==> src/rtl/pipe_hazard_ctrl_pkg.sv <==
// pipe_hazard_ctrl_pkg: shared pipeline constants, MD FSM states and register-match helpers
//   FWD_* : EXE operand select encodings
//   md_state_t : mult/div busy FSM encoding
//   reg_match / fwd_sel : producer-vs-consumer register compare helpers
package pipe_hazard_ctrl_pkg;
    localparam logic [1:0] FWD_REG  = 2'b00;
    localparam logic [1:0] FWD_MEM  = 2'b01;
    localparam logic [1:0] FWD_WB   = 2'b10;
    localparam logic [4:0] REG_ZERO = 5'd0;

    typedef enum logic {MD_IDLE = 1'b0, MD_BUSY = 1'b1} md_state_t;

    function automatic logic reg_match(input logic we, input logic [4:0] dst,
                                       input logic [4:0] src, input logic use_src);
        return we & (dst != REG_ZERO) & (dst == src) & use_src;
    endfunction

    // Loads in MEM have no data yet, so only ALU results forward from MEM.
    function automatic logic [1:0] fwd_sel(input logic [4:0] src,
                                           input logic m_we, input logic m_ld, input logic [4:0] m_dst,
                                           input logic w_we, input logic [4:0] w_dst);
        return reg_match(m_we & ~m_ld, m_dst, src, 1'b1) ? FWD_MEM :
               reg_match(w_we, w_dst, src, 1'b1) ? FWD_WB : FWD_REG;
    endfunction
endpackage

==> src/rtl/pipe_hazard_ctrl_md_busy_fsm.sv <==
// md_busy_fsm: mult/div occupancy tracker, busy for MD_LAT cycles after an accepted start
//   Clk, Reset (async, active-high), start (issue accepted this cycle), busy (unit occupied)
module md_busy_fsm
    import pipe_hazard_ctrl_pkg::*;
#(
    parameter int MD_LAT = 32
) (
    input  logic Clk,
    input  logic Reset,
    input  logic start,
    output logic busy
);
    md_state_t  state, state_nxt;
    logic [7:0] cnt, cnt_nxt;

    always_ff @(posedge Clk or posedge Reset)
        if (Reset) begin
            state <= MD_IDLE;
            cnt   <= '0;
        end else begin
            state <= state_nxt;
            cnt   <= cnt_nxt;
        end

    always_comb begin
        state_nxt = state;
        cnt_nxt   = cnt;
        if (state == MD_IDLE) begin
            state_nxt = start ? MD_BUSY : MD_IDLE;
            cnt_nxt   = start ? 8'(MD_LAT - 1) : cnt;
        end else begin
            state_nxt = (cnt == 8'd0) ? MD_IDLE : MD_BUSY;
            cnt_nxt   = (cnt == 8'd0) ? cnt : cnt - 8'd1;
        end
    end

    assign busy = (state == MD_BUSY);
endmodule

==> src/rtl/pipe_hazard_ctrl.sv <==
// pipe_hazard_ctrl: load-use/branch/mult-div hazard stall, flush and EXE forwarding control
//   in : Clk, Reset (async, active-high), ID sources/usage/branch/md flags, E/M/W dest ids and write flags
//   out: PC_Write_En, IR_Write_En, IR_Flush, ID_EXE_Flush, Fwd_A, Fwd_B, Md_Busy, Stall_Count
//   PIPE_HAZARD_FWD_EN: when defined, EXE forwarding is active; otherwise every RAW dependency stalls
module pipe_hazard_ctrl
    import pipe_hazard_ctrl_pkg::*;
#(
    parameter int MD_LAT  = 32,
    parameter int STALL_W = 16
) (
    input  logic               Clk,
    input  logic               Reset,
    input  logic [4:0]         D_Rs,
    input  logic [4:0]         D_Rt,
    input  logic               D_Use_Rs,
    input  logic               D_Use_Rt,
    input  logic               D_Is_Branch,
    input  logic               D_Branch_Taken,
    input  logic               D_Md_Start,
    input  logic               D_Md_Read,
    input  logic [4:0]         E_Dst_id,
    input  logic [4:0]         M_Dst_id,
    input  logic [4:0]         W_Dst_id,
    input  logic               E_Write_Reg_En,
    input  logic               M_Write_Reg_En,
    input  logic               W_Write_Reg_En,
    input  logic               E_Mem_to_Reg,
    input  logic               M_Mem_to_Reg,
    output logic               PC_Write_En,
    output logic               IR_Write_En,
    output logic               IR_Flush,
    output logic               ID_EXE_Flush,
    output logic [1:0]         Fwd_A,
    output logic [1:0]         Fwd_B,
    output logic               Md_Busy,
    output logic [STALL_W-1:0] Stall_Count
);
    logic hz_e, hz_m, data_stall, stall;

    assign hz_e = reg_match(E_Write_Reg_En, E_Dst_id, D_Rs, D_Use_Rs) |
                  reg_match(E_Write_Reg_En, E_Dst_id, D_Rt, D_Use_Rt);
    assign hz_m = reg_match(M_Write_Reg_En, M_Dst_id, D_Rs, D_Use_Rs) |
                  reg_match(M_Write_Reg_En, M_Dst_id, D_Rt, D_Use_Rt);

`ifdef PIPE_HAZARD_FWD_EN
    logic [4:0] e_rs, e_rt;

    // Branches resolve in ID, so they wait for E results and for loads still in MEM.
    assign data_stall = (hz_e & E_Mem_to_Reg) | (D_Is_Branch & (hz_e | (hz_m & M_Mem_to_Reg)));

    always_ff @(posedge Clk or posedge Reset)
        if (Reset) begin
            e_rs <= REG_ZERO;
            e_rt <= REG_ZERO;
        end else begin
            e_rs <= (stall | ~D_Use_Rs) ? REG_ZERO : D_Rs;
            e_rt <= (stall | ~D_Use_Rt) ? REG_ZERO : D_Rt;
        end

    assign Fwd_A = fwd_sel(e_rs, M_Write_Reg_En, M_Mem_to_Reg, M_Dst_id, W_Write_Reg_En, W_Dst_id);
    assign Fwd_B = fwd_sel(e_rt, M_Write_Reg_En, M_Mem_to_Reg, M_Dst_id, W_Write_Reg_En, W_Dst_id);
`else
    logic hz_w, unused_nofwd;

    assign hz_w = reg_match(W_Write_Reg_En, W_Dst_id, D_Rs, D_Use_Rs) |
                  reg_match(W_Write_Reg_En, W_Dst_id, D_Rt, D_Use_Rt);
    assign data_stall   = hz_e | hz_m | hz_w;
    assign unused_nofwd = ^{E_Mem_to_Reg, M_Mem_to_Reg, D_Is_Branch};
    assign Fwd_A        = FWD_REG;
    assign Fwd_B        = FWD_REG;
`endif

    assign stall = data_stall | ((D_Md_Start | D_Md_Read) & Md_Busy);

    md_busy_fsm #(.MD_LAT(MD_LAT)) u_md (
        .Clk   (Clk),
        .Reset (Reset),
        .start (D_Md_Start & ~stall),
        .busy  (Md_Busy)
    );

    assign PC_Write_En  = ~Reset & ~stall;
    assign IR_Write_En  = ~Reset & ~stall;
    assign IR_Flush     = ~Reset & ~stall & D_Branch_Taken;
    assign ID_EXE_Flush = Reset | stall;

    always_ff @(posedge Clk or posedge Reset)
        if (Reset)
            Stall_Count <= '0;
        else if (stall & ~&Stall_Count)
            Stall_Count <= Stall_Count + STALL_W'(1);
endmodule

==> config.mk <==
export PLATFORM = sky130hd
export DESIGN_NAME = pipe_hazard_ctrl
export DESIGN_NICKNAME = d
export VERILOG_FILES = /design/src/rtl/pipe_hazard_ctrl_pkg.sv /design/src/rtl/pipe_hazard_ctrl_md_busy_fsm.sv /design/src/rtl/pipe_hazard_ctrl.sv
export SDC_FILE = /design/constraint.sdc
export NUM_CORES = 1
export LEC_CHECK = 0
export CORE_ASPECT_RATIO = 0.6
export CORE_MARGIN = 2
export CORE_UTILIZATION = 45
export CTS_BUF_LIST = sky130_fd_sc_hd__clkbuf_16
export DETAILED_ROUTE_END_ITERATION = 7
export PLACE_DENSITY = 0.8
export RECOVER_POWER = 25
export SLEW_MARGIN = 20
export SYNTH_ARGS = -nofsm -noshare
export SYNTH_HDL_FRONTEND = slang
export SYNTH_HIERARCHICAL = 1
export SYNTH_SLANG_ARGS = --single-unit
==> constraint.sdc <==
create_clock -name Clk -period 3 [get_ports Clk]
set_input_delay 0.6 -clock Clk [delete_from_list [all_inputs] [get_ports Clk]]
set_output_delay 0.6 -clock Clk [all_outputs]
set_load 0.01 [all_outputs]
==> impl_metrics.prom <==
# TYPE chip_impl_metric gauge
chip_impl_metric{name="post-route-util",unit=""} 0.683
chip_impl_metric{name="whs_path_depth",unit=""} 1
chip_impl_info{name="setup.worst_path.start_class",value="input port"} 1
chip_impl_metric{name="groute.usage.overall",unit=""} 0.218
chip_impl_info{name="timing_worst_setup_path_type",value="input port to primary output"} 1
chip_impl_metric{name="hpwlAfterDp",unit="µm"} 3520
chip_impl_metric{name="dieWidth",unit="µm"} 84.9
chip_impl_metric{name="routabilityCongestion",unit=""} 0.941
chip_impl_metric{name="multi_input_comb_area",unit="µm²"} 1060
chip_impl_metric{name="grt_remaining_overflow",unit=""} 0
chip_impl_metric{name="cp.required",unit="ps"} 2400
chip_impl_metric{name="syn-mean-instance-area",unit="µm²"} 9.60
chip_impl_metric{name="insertion_delay",unit="ps"} 260
chip_impl_metric{name="power.switching_fraction",unit=""} 0.382
chip_impl_info{name="worst_hold_startpoint",value="u_md/cnt[7]"} 1
chip_impl_metric{name="num-nets-final",unit=""} 296
chip_impl_metric{name="tns",unit="ps"} 0
chip_impl_metric{name="slew_headroom",unit=""} 0.397
chip_impl_metric{name="timing.clock.skew",unit="ps"} 7.62
chip_impl_metric{name="period_minus_slack",unit="ps"} 2880
chip_impl_info{name="cts_tree",value="built"} 1
chip_impl_info{name="r2r_start",value="Stall_Count[0]"} 1
chip_impl_metric{name="first_global_vias",unit=""} 1686
chip_impl_metric{name="cap_violations",unit=""} 0
chip_impl_info{name="status",value="completed"} 1
chip_impl_metric{name="antenna_cells",unit=""} 0
chip_impl_metric{name="synth_warnings",unit=""} 6
chip_impl_metric{name="layout_cell_share_with_drive_strength_beyond_1",unit=""} 0.138
chip_impl_metric{name="ioPinCount",unit=""} 63
chip_impl_metric{name="highest_fanout_seen_on_the_critical_path",unit=""} 3
chip_impl_metric{name="htree_num_levels",unit=""} 1
chip_impl_metric{name="worst_r2r_path_depth",unit=""} 7
chip_impl_metric{name="hold_ws",unit="ps"} 491
chip_impl_metric{name="min_period_over_period",unit=""} 0.961
chip_impl_metric{name="grt_pass1_wl",unit="µm"} 7650
chip_impl_metric{name="pin_count_of_the_biggest_net_entering_global_routing",unit=""} 17
chip_impl_metric{name="final_hold_viol_count",unit=""} 0
chip_impl_metric{name="p_leak",unit="nW"} 1.16
chip_impl_metric{name="drtPass1Iterations",unit=""} 4
chip_impl_metric{name="timing.final.max_slew_violations",unit=""} 0
chip_impl_info{name="end_kind",value="primary output"} 1
chip_impl_metric{name="placement.io_buffers",unit=""} 55
chip_impl_metric{name="routed_via_density",unit=""} 5.42
chip_impl_info{name="min_path_type",value="flip-flop to flip-flop"} 1
chip_impl_metric{name="holdBufCountCts",unit=""} 0
chip_impl_metric{name="cellInternalPower",unit="mW"} 0.996
chip_impl_metric{name="ir_drop",unit="µV"} 332
chip_impl_metric{name="timing.reg2reg.setup_slack",unit="ps"} 870
chip_impl_metric{name="pwr-share-seq",unit=""} 0.370
chip_impl_metric{name="cts_inserted_buffers",unit=""} 3
chip_impl_metric{name="totalWireLength",unit="µm"} 4630
chip_impl_metric{name="power.switching",unit="mW"} 0.614
chip_impl_metric{name="clock_sink_count",unit=""} 25
chip_impl_metric{name="wl_per_cell",unit="µm"} 15.4
chip_impl_metric{name="ant_nets",unit=""} 0
chip_impl_metric{name="antenna_found_initial",unit=""} 0
chip_impl_info{name="crit-reg2reg-capture",value="Stall_Count[1]"} 1
chip_impl_metric{name="ys_seq_area_frac",unit=""} 0.354
chip_impl_metric{name="core_area",unit="µm²"} 3720
chip_impl_metric{name="fillCellCount",unit=""} 269
chip_impl_metric{name="worst-slew-pin-transition",unit="ps"} 904
chip_impl_metric{name="cts.clk_slew.worst_paths",unit="ps"} 70
chip_impl_info{name="holdPathEnd",value="u_md/cnt[7]"} 1
chip_impl_metric{name="syn_inst",unit=""} 184
chip_impl_metric{name="arrival",unit="ps"} 2280
chip_impl_metric{name="share_clk_of_total_power",unit=""} 0.185
chip_impl_metric{name="yosys_register_bits",unit=""} 25
chip_impl_metric{name="dr.first_iter.drc_count",unit=""} 64
chip_impl_metric{name="finalSetupViolCount",unit=""} 0
chip_impl_metric{name="combinationalPowerShare",unit=""} 0.445
chip_impl_metric{name="power.density",unit="nW/µm²"} 633
chip_impl_metric{name="seq_area",unit="µm²"} 626
chip_impl_metric{name="die_area",unit="µm²"} 4460
chip_impl_metric{name="core.rowCount",unit=""} 17
chip_impl_info{name="clock-root-buffer",value="clkbuf_16"} 1
chip_impl_metric{name="clock_path_buffers",unit=""} 2
chip_impl_info{name="rsz0062_at_grt",value="no"} 1
chip_impl_metric{name="distinct_cell_type_count_of_the_synthesized_netlist",unit=""} 39
chip_impl_metric{name="layout-area-overhead-vs-synth",unit="%"} 44.0
chip_impl_metric{name="clock.fmax",unit="MHz"} 347
chip_impl_metric{name="syn_std_cell_area",unit="µm²"} 1770
chip_impl_metric{name="post_route_drc",unit=""} 0
chip_impl_metric{name="dr_total_vias",unit=""} 1630
chip_impl_metric{name="start_util",unit=""} 0.475
chip_impl_metric{name="die_height",unit="µm"} 52.5
logic make-up (layout without fill, tap and decap cells):
kind of cell             after synthesis  count (layout)  share of synthesized area
AO/OA/AOI/OAI                         24              24                     0.0864
XOR/XNOR                              43              43                      0.213
adder cells (fa/ha/maj)                3               3                     0.0212
buffers and inverters                 17              84                     0.0567
flip-flops                            25              25                      0.354
multiplexers                           4               4                     0.0248
other                                  1               4                    0.00212
AND/OR/NAND/NOR                       67              67                      0.242
worst max path at each step:
stage / end / depth (start not counted) / from
floorplan: PC_Write_En / 7 / E_Dst_id[1]
global placement: PC_Write_En / 6 / M_Dst_id[1]
detailed placement: IR_Write_En / 6 / M_Dst_id[1]
CTS: ID_EXE_Flush / 7 / M_Dst_id[1]
global route: ID_EXE_Flush / 9 / D_Rs[4]
finish: ID_EXE_Flush / 9 / D_Rs[3]
final cells by class:
cell class                      instances  area share
Inverter                                8      0.0118
Timing Repair Buffer                   72       0.271
Tap cell                               47      0.0231
Clock buffer                            3      0.0295
Sequential cell                        25       0.246
Clock inverter                          1     0.00295
Multi-Input combinational cell        145       0.416
metrics by stage:
stage / worst slack, ps / area [µm²] / power [mW] / instances
6_report: 116 / 2540 / 1.61 / 301
5_1_grt: 0.678 / 2540 / 1.72 / 301
4_1_cts: 31.5 / 2510 / 1.62 / 301
3_5_place_dp: -432 / 2440 / 1.30 / 296
3_3_place_gp: -387 / 2440 / 1.27 / 296
2_1_floorplan: 332 / 1780 / 0.995 / 187
flip-flops by register name (all words and copies together), names as in the netlist:
name,cells
Stall_Count,16
u_md/busy,1
u_md/cnt,8
placed cells by master (no fill, tap or decap), types with 4 or more instances in the layout:
master,Yosys,routed
clkdlybuf4s50_1,0,36
xnor2_1,32,32
dfrtp_1,25,25
nand2_1,16,16
buf_4,5,16
dlymetal6s2s_1,0,14
xor2_1,11,11
nand4_1,8,8
inv_1,8,8
nand3_1,7,7
nor2_1,6,6
nor3_1,6,6
o211ai_1,5,5
a21oi_1,5,5
o21ai_0,4,4
conb_1,1,4
buf_2,2,4
worst max-delay path: stages:
cell and delay (ps):
clkdlybuf4s50_1 570, xnor2_1 150, nand4_1 100, o22ai_1 150
o211ai_1 140, and4_4 220, and2_4 160, inv_1 60
buf_2 130
metal layers:
metal,vias up,share of wire,GRT usage
met2,59,0.48,0.375
met5,-,0,0
li1,783,-,-
met1,782,0.44,0.285
met3,6,0.065,0.0441
met4,0,0.0089,0.0582
power groups by stage:
stage	sequential, mW	combinational, mW	clock [mW]
after floorplan	0.593	0.402	0
after global placement	0.592	0.678	0
after detailed placement	0.598	0.705	0
after CTS	0.596	0.719	0.304
after global routing	0.618	0.786	0.317
final	0.596	0.716	0.298
synth_stat cells:
library cell	number	area share
a21oi_1	5	0.014
a21oi_2	1	0.0050
a22o_1	1	0.0050
a31oi_1	1	0.0035
and2_1	2	0.0071
and3_1	1	0.0035
and4_1	1	0.0050
buf_2	2	0.0057
buf_4	5	0.021
buf_6	2	0.013
conb_1	1	0.0021
dfrtp_1	25	0.35
ha_1	3	0.021
inv_1	8	0.017
mux2_1	3	0.019
mux2i_1	1	0.0057
nand2_1	16	0.034
nand2b_1	1	0.0035
nand3_1	7	0.020
nand4_1	8	0.028
nor2_1	6	0.013
nor3_1	6	0.017
nor3b_1	2	0.0085
nor4_1	3	0.011
nor4_2	2	0.014
nor4_4	2	0.024
nor4b_1	2	0.0099
nor4b_2	2	0.017
o211ai_1	5	0.021
o21ai_0	4	0.011
o21ai_1	2	0.0057
o22ai_1	3	0.011
o41ai_1	2	0.0099
or2_1	1	0.0035
or2_2	1	0.0035
or4_1	3	0.013
or4_4	1	0.0064
xnor2_1	32	0.16
xor2_1	11	0.055
what timing repair did:
action,CTS,global route
setup endpoints to repair,4,4
gates resized for setup,19,14
pin swaps,2,5
endpoints found under the hold margin,0,0
buffers inserted,1,0
Note: power is estimated with default switching activity, not from simulation.
==> RTL edit 1, RTL diff (same settings) <==
Add a define of `PIPE_HAZARD_FWD_EN`.
--- a/src/rtl/pipe_hazard_ctrl.sv
+++ b/src/rtl/pipe_hazard_ctrl.sv
@@ -4,2 +4,4 @@
 //   PIPE_HAZARD_FWD_EN: when defined, EXE forwarding is active; otherwise every RAW dependency stalls
+`define PIPE_HAZARD_FWD_EN
+
 module pipe_hazard_ctrl
Check against the original RTL: not equivalent (Yosys sat finds a counterexample within 4 cycles, from zero or initial values and one cycle with Reset high).
==> RTL edit 1 against the original RTL <==
Power up 23%. Clock power up 59%. Worst hold slack worse by 2.9 ps. Sequential cell count up 10. Setup slack worse by 100 ps. Utilization down 2.4 points. Clock skew down 5.5 ps. Final area up 29%. Non-clock buffer count up 15. Wire length up 36%. Synthesized area up 30%. Critical endpoint is now IR_Flush. Largest cell class unchanged. Largest power group is now registers. Highest routed layer unchanged.
==> RTL edit 1: results (changes against the original RTL) <==
- Minimum hold slack: 487.7 ps (-2.930 ps)
- Compound-gate portion of the synthesized area: 14.02% (+5.4 points)
- Largest net degree at the start of global routing: 27 (+10)
- Final Non-Filler Cells: 385 (+28%)
- Worst Skew: 2.106 ps (-5.510 ps)
- Reg2reg start: Stall_Count[8]
- Sequential share of the synthesized area: 38.19% (+2.8 points)
- Leak: 1.441 nW (+25%)
- Mux share of post-synthesis cell area: 1.091% (-1.4 points)
- CP endpoint: IR_Flush
- Worst setup startpoint: E_Dst_id[1]
- Critical Path Fanout Max: 4 (+1)
- Placed cells: 376 (+27%)
- Clock-pin slew on the worst setup and hold paths: 50 ps (-20 ps)
- Min-Delay Startpoint: Stall_Count[10]
- Synth area leaders: dfrtp_1 (38%), xnor2_1 (12%), xor2_1 (9.2%)
- Fin nets: 359 (+21%)
- Max stage delay on crit path: 540 ps (-30 ps)
- Port bufs: 62 (+13%)
- Post-CTS sizing: 37 (+18)
- Final GP Congestion: 0.8851 (-5.9%)
- Hpwl dp: 4875 um (+38%)
- Worst Max-Slew Pin Slew: 1393 ps (+488.7 ps)
- Xor and xnor area share after synthesis: 21.00% (-0.31 points)
- Min Tclk post-route: 2987 ps (+103.5 ps)
- GRT Total Usage: 23.45% (+1.6 points)
- Worst R2R Setup Slack: 850 ps (-20 ps)
- Filler cells: 413 (+54%)
- H-tree level count: 2 (+1)
- R2r endpoint: Stall_Count[9]
- Worst Reg-to-Reg Cells: 6 (-1)
- Cell family with most CP delay: simple AND/OR/NAND/NOR gates
- DRT iter0 DRCs: 125 (+95%)
- Netlist cell types: 41 (+5.1%)
- Max VDD drop: 0.4127 mV (+24%)
- Place WS: -561.1 ps (-129.4 ps)
- Worst Path Arrival: 2390 ps (+110 ps)
- Commonest cells post-synth: dfrtp_1 (35), xnor2_1 (31), xor2_1 (24), nand2_1 (18), and3_1 (13)
- Synth Area in Adders: 1.637% (-0.49 points)
- Total CTS buffers: 5 (+2)
- Run status: complete, no violations
- Total number of vias: 2,070 (+27%)
- CP max-delay cell: or4_4
- Syn Inst Count: 234 (+27%)
-- RTL edit 1: cell types whose count changed in the layout (fill, tap and decap cells not counted), moves of 5 or more --
cell	before	now
and3_1	1	12
clkdlybuf4s50_1	36	49
xor2_1	11	24
dfrtp_1	25	35
buf_4	16	24
dlymetal6s2s_1	14	0
a21oi_1	5	11
dlygate4sd2_1	0	6
a2111oi_0	0	5
-- RTL edit 1: stage by stage --
| step | util [%] | TNS, ps | area, um^2 |
|---|---|---|---|
| after global routing | 65.93 | -31.54 | 3283 |
| after detailed placement | 62.51 | -3165 | 3113 |
| after floorplan | - | 0 | 2293 |
| final | 65.93 | 0 | 3283 |
| after CTS | 65.50 | 0 | 3262 |
| after global placement | 62.51 | -2622 | 3113 |
-- RTL edit 1: worst reg2reg max path, cell delays in order, from the launching register on --
cell and delay, ps:
dfrtp_1 430, and4_1 290, and3_1 230, and4_1 350, a2111oi_0 460, buf_4 190
xor2_1 130
-- RTL edit 1: layout make-up --
cell class | instances | share of cell area, %
repair buffers | 87 | 23.55
clock inverters | 3 | 0.3811
clock buffers | 5 | 3.811
flip-flops and latches | 35 | 26.68
inverters | 8 | 0.9146
well taps | 66 | 2.515
multi-input cells | 181 | 42.15
-- RTL edit 1: per-layer routing --
layer,wire [um],share of wire [%],track usage (%),vias to the layer above
met5,0,0,0,-
met3,431,6.9,5.725,5
met1,2831,45,32.04,982
met4,57,0.91,5.102,0
li1,-,-,-,1015
met2,2954,47,38.19,68
-- RTL edit 1: report_power, final --
part,switching [mW],internal [mW],leakage (nW)
logic,0.346,0.387,0.915
clock network,0.174,0.299,0.0762
registers,0.178,0.592,0.450
total,0.697,1.28,1.44
==> RTL edit 2, RTL diff (same settings) <==
Without the edit above. Register the output `Stall_Count` once more, cleared by the reset; this adds one clock of latency there. The other outputs are not delayed to match.
--- a/src/rtl/pipe_hazard_ctrl.sv
+++ b/src/rtl/pipe_hazard_ctrl.sv
@@ -37,2 +37,4 @@
 );
+
+    logic [STALL_W-1:0] Stall_Count_s0;
     logic hz_e, hz_m, data_stall, stall;
@@ -88,5 +90,13 @@
         if (Reset)
+            Stall_Count_s0 <= '0;
+        else if (stall & ~&Stall_Count_s0)
+            Stall_Count_s0 <= Stall_Count_s0 + STALL_W'(1);
+    always_ff @(posedge Clk or posedge Reset) begin
+        if (Reset) begin
             Stall_Count <= '0;
-        else if (stall & ~&Stall_Count)
-            Stall_Count <= Stall_Count + STALL_W'(1);
+        end else begin
+            Stall_Count <= Stall_Count_s0;
+        end
+    end
+
 endmodule
Check against the original RTL: not equivalent (Yosys sat finds a counterexample within 4 cycles, from zero or initial values and one cycle with Reset high).
==> RTL edit 2 against the original RTL <==
Final area is 19% higher. Wire length up 4.8%. Clock power is 98% higher. Synthesized area grew 23%. Power rose by 36%. Sequential share of layout area is 9.3 points higher. Setup slack worse by 72 ps. Sequential cell count grew 16. Critical endpoint unchanged.
==> RTL edit 2: results (changes against the original RTL) <==
- Switching Share: 32.64% (-5.5 points)
- Largest net degree at the start of global routing: 30 (+13)
- Longest Clk Path Bufs: 2 (unchanged)
- Max stage delay on crit path: 520 ps (-50 ps)
- Max VDD drop: 0.4268 mV (+28%)
- CP max-delay cell: or4_1
- Worst Path Arrival: 2360 ps (+80 ps)
- Vias per std cell: 5.176 (-4.4%)
- Layout cells sized above 1: 13.97% (+0.19 points)
- DRT iter0 DRCs: 82 (+28%)
- Worst Skew: 4.035 ps (-3.581 ps)
- Met3 Use GR: 5.072% (+0.66 points)
- Hpwl dp: 3842 um (+9.1%)
- Syn Inst Count: 200 (+8.7%)
- GRT Total Usage: 19.23% (-2.6 points)
- Final Non-Filler Cells: 335 (+11%)
- Initial antenna violation count: 0 (unchanged)
- H-tree level count: 2 (+1)
- Commonest cells post-synth: dfrtp_1 (41), xnor2_1 (32), nand2_1 (16), xor2_1 (11)
- Hold path cells: 0 (-1)
- Grt met2 use: 27.65% (-9.9 points)
- Final GP Congestion: 0.8587 (-8.7%)
- Placed cells: 327 (+10%)
- Clock Latency Late Sink: 280 ps (+20 ps)
- Total CTS buffers: 5 (+2)
- Fin nets: 312 (+5.4%)
- Leak: 1.337 nW (+16%)
- Area after DPL: 0.002850 mm^2 (+17%)
- Global-route wire length before repair: 7928 um (+3.6%)
- Vias in the first global route: 1,629 (-3.4%)
- Synth area leaders: dfrtp_1 (47%), xnor2_1 (13%), xor2_1 (4.4%)
- Place WS: -394.7 ps (+36.98 ps)
- Met1 Usage GRT: 28.54% (+0.076 points)
- Sequential share of the synthesized area: 47.34% (+12 points)
- Average wire per standard cell: 14.47 um (-5.8%)
- Cell family with most CP delay: simple AND/OR/NAND/NOR gates
- Run status: complete, no violations
## RTL edit 2: cells by family after synthesis
kind of cell,synth area share (%)
compound gates,7.045
xor+xnor,17.38
fa+ha+maj,1.732
buf+inv,4.619
flops,47.34
mux,2.021
other cells,0.1730
simple gates,19.69
## RTL edit 2: timing repair
item | CTS | global route
hold buffers | 0 | 0
endpoints found under the hold margin | 0 | 0
pin swaps | 4 | 8
resized for setup | 20 | 9
endpoints found under the setup margin | 4 | 4
buffers inserted | 0 | 0
## RTL edit 2: power by group through the flow
stage               registers, mW  logic, mW  clock network (mW)
floorplan                   0.876      0.405                   0
global placement            0.874      0.699                   0
detailed placement          0.881      0.725                   0
CTS                         0.874      0.721               0.594
global route                0.901      0.791               0.624
finish                      0.873      0.722               0.589
## RTL edit 2: path summary, 6_finish.rpt
kind                                   start                end  slack [ps]
setup reg to reg           Stall_Count_s0[0]  Stall_Count_s0[1]         860
hold reg to reg            Stall_Count_s0[9]     Stall_Count[9]         400
min in group asynchronous              Reset     Stall_Count[3]         720
hold / removal             Stall_Count_s0[9]     Stall_Count[9]         400
max in group asynchronous              Reset  Stall_Count_s0[9]        1660
setup / recovery                 E_Dst_id[3]       ID_EXE_Flush          40
## RTL edit 2: routing by layer
layer | part of all wire [%] | routed length [um]
met1 | 47 | 2292
met4 | 1.2 | 59
met5 | 0 | 0
met2 | 45 | 2187
met3 | 6.4 | 309
## RTL edit 2: area by class of cell
cell class              instances  area (um^2)
repair buffers                 70        654.4
clock inverters                 3        37.54
inverters                       8        30.03
fillers                       379         1589
flip-flops and latches         41         1026
well taps                      63        78.83
multi-input cells             145         1071
clock buffers                   5        125.1
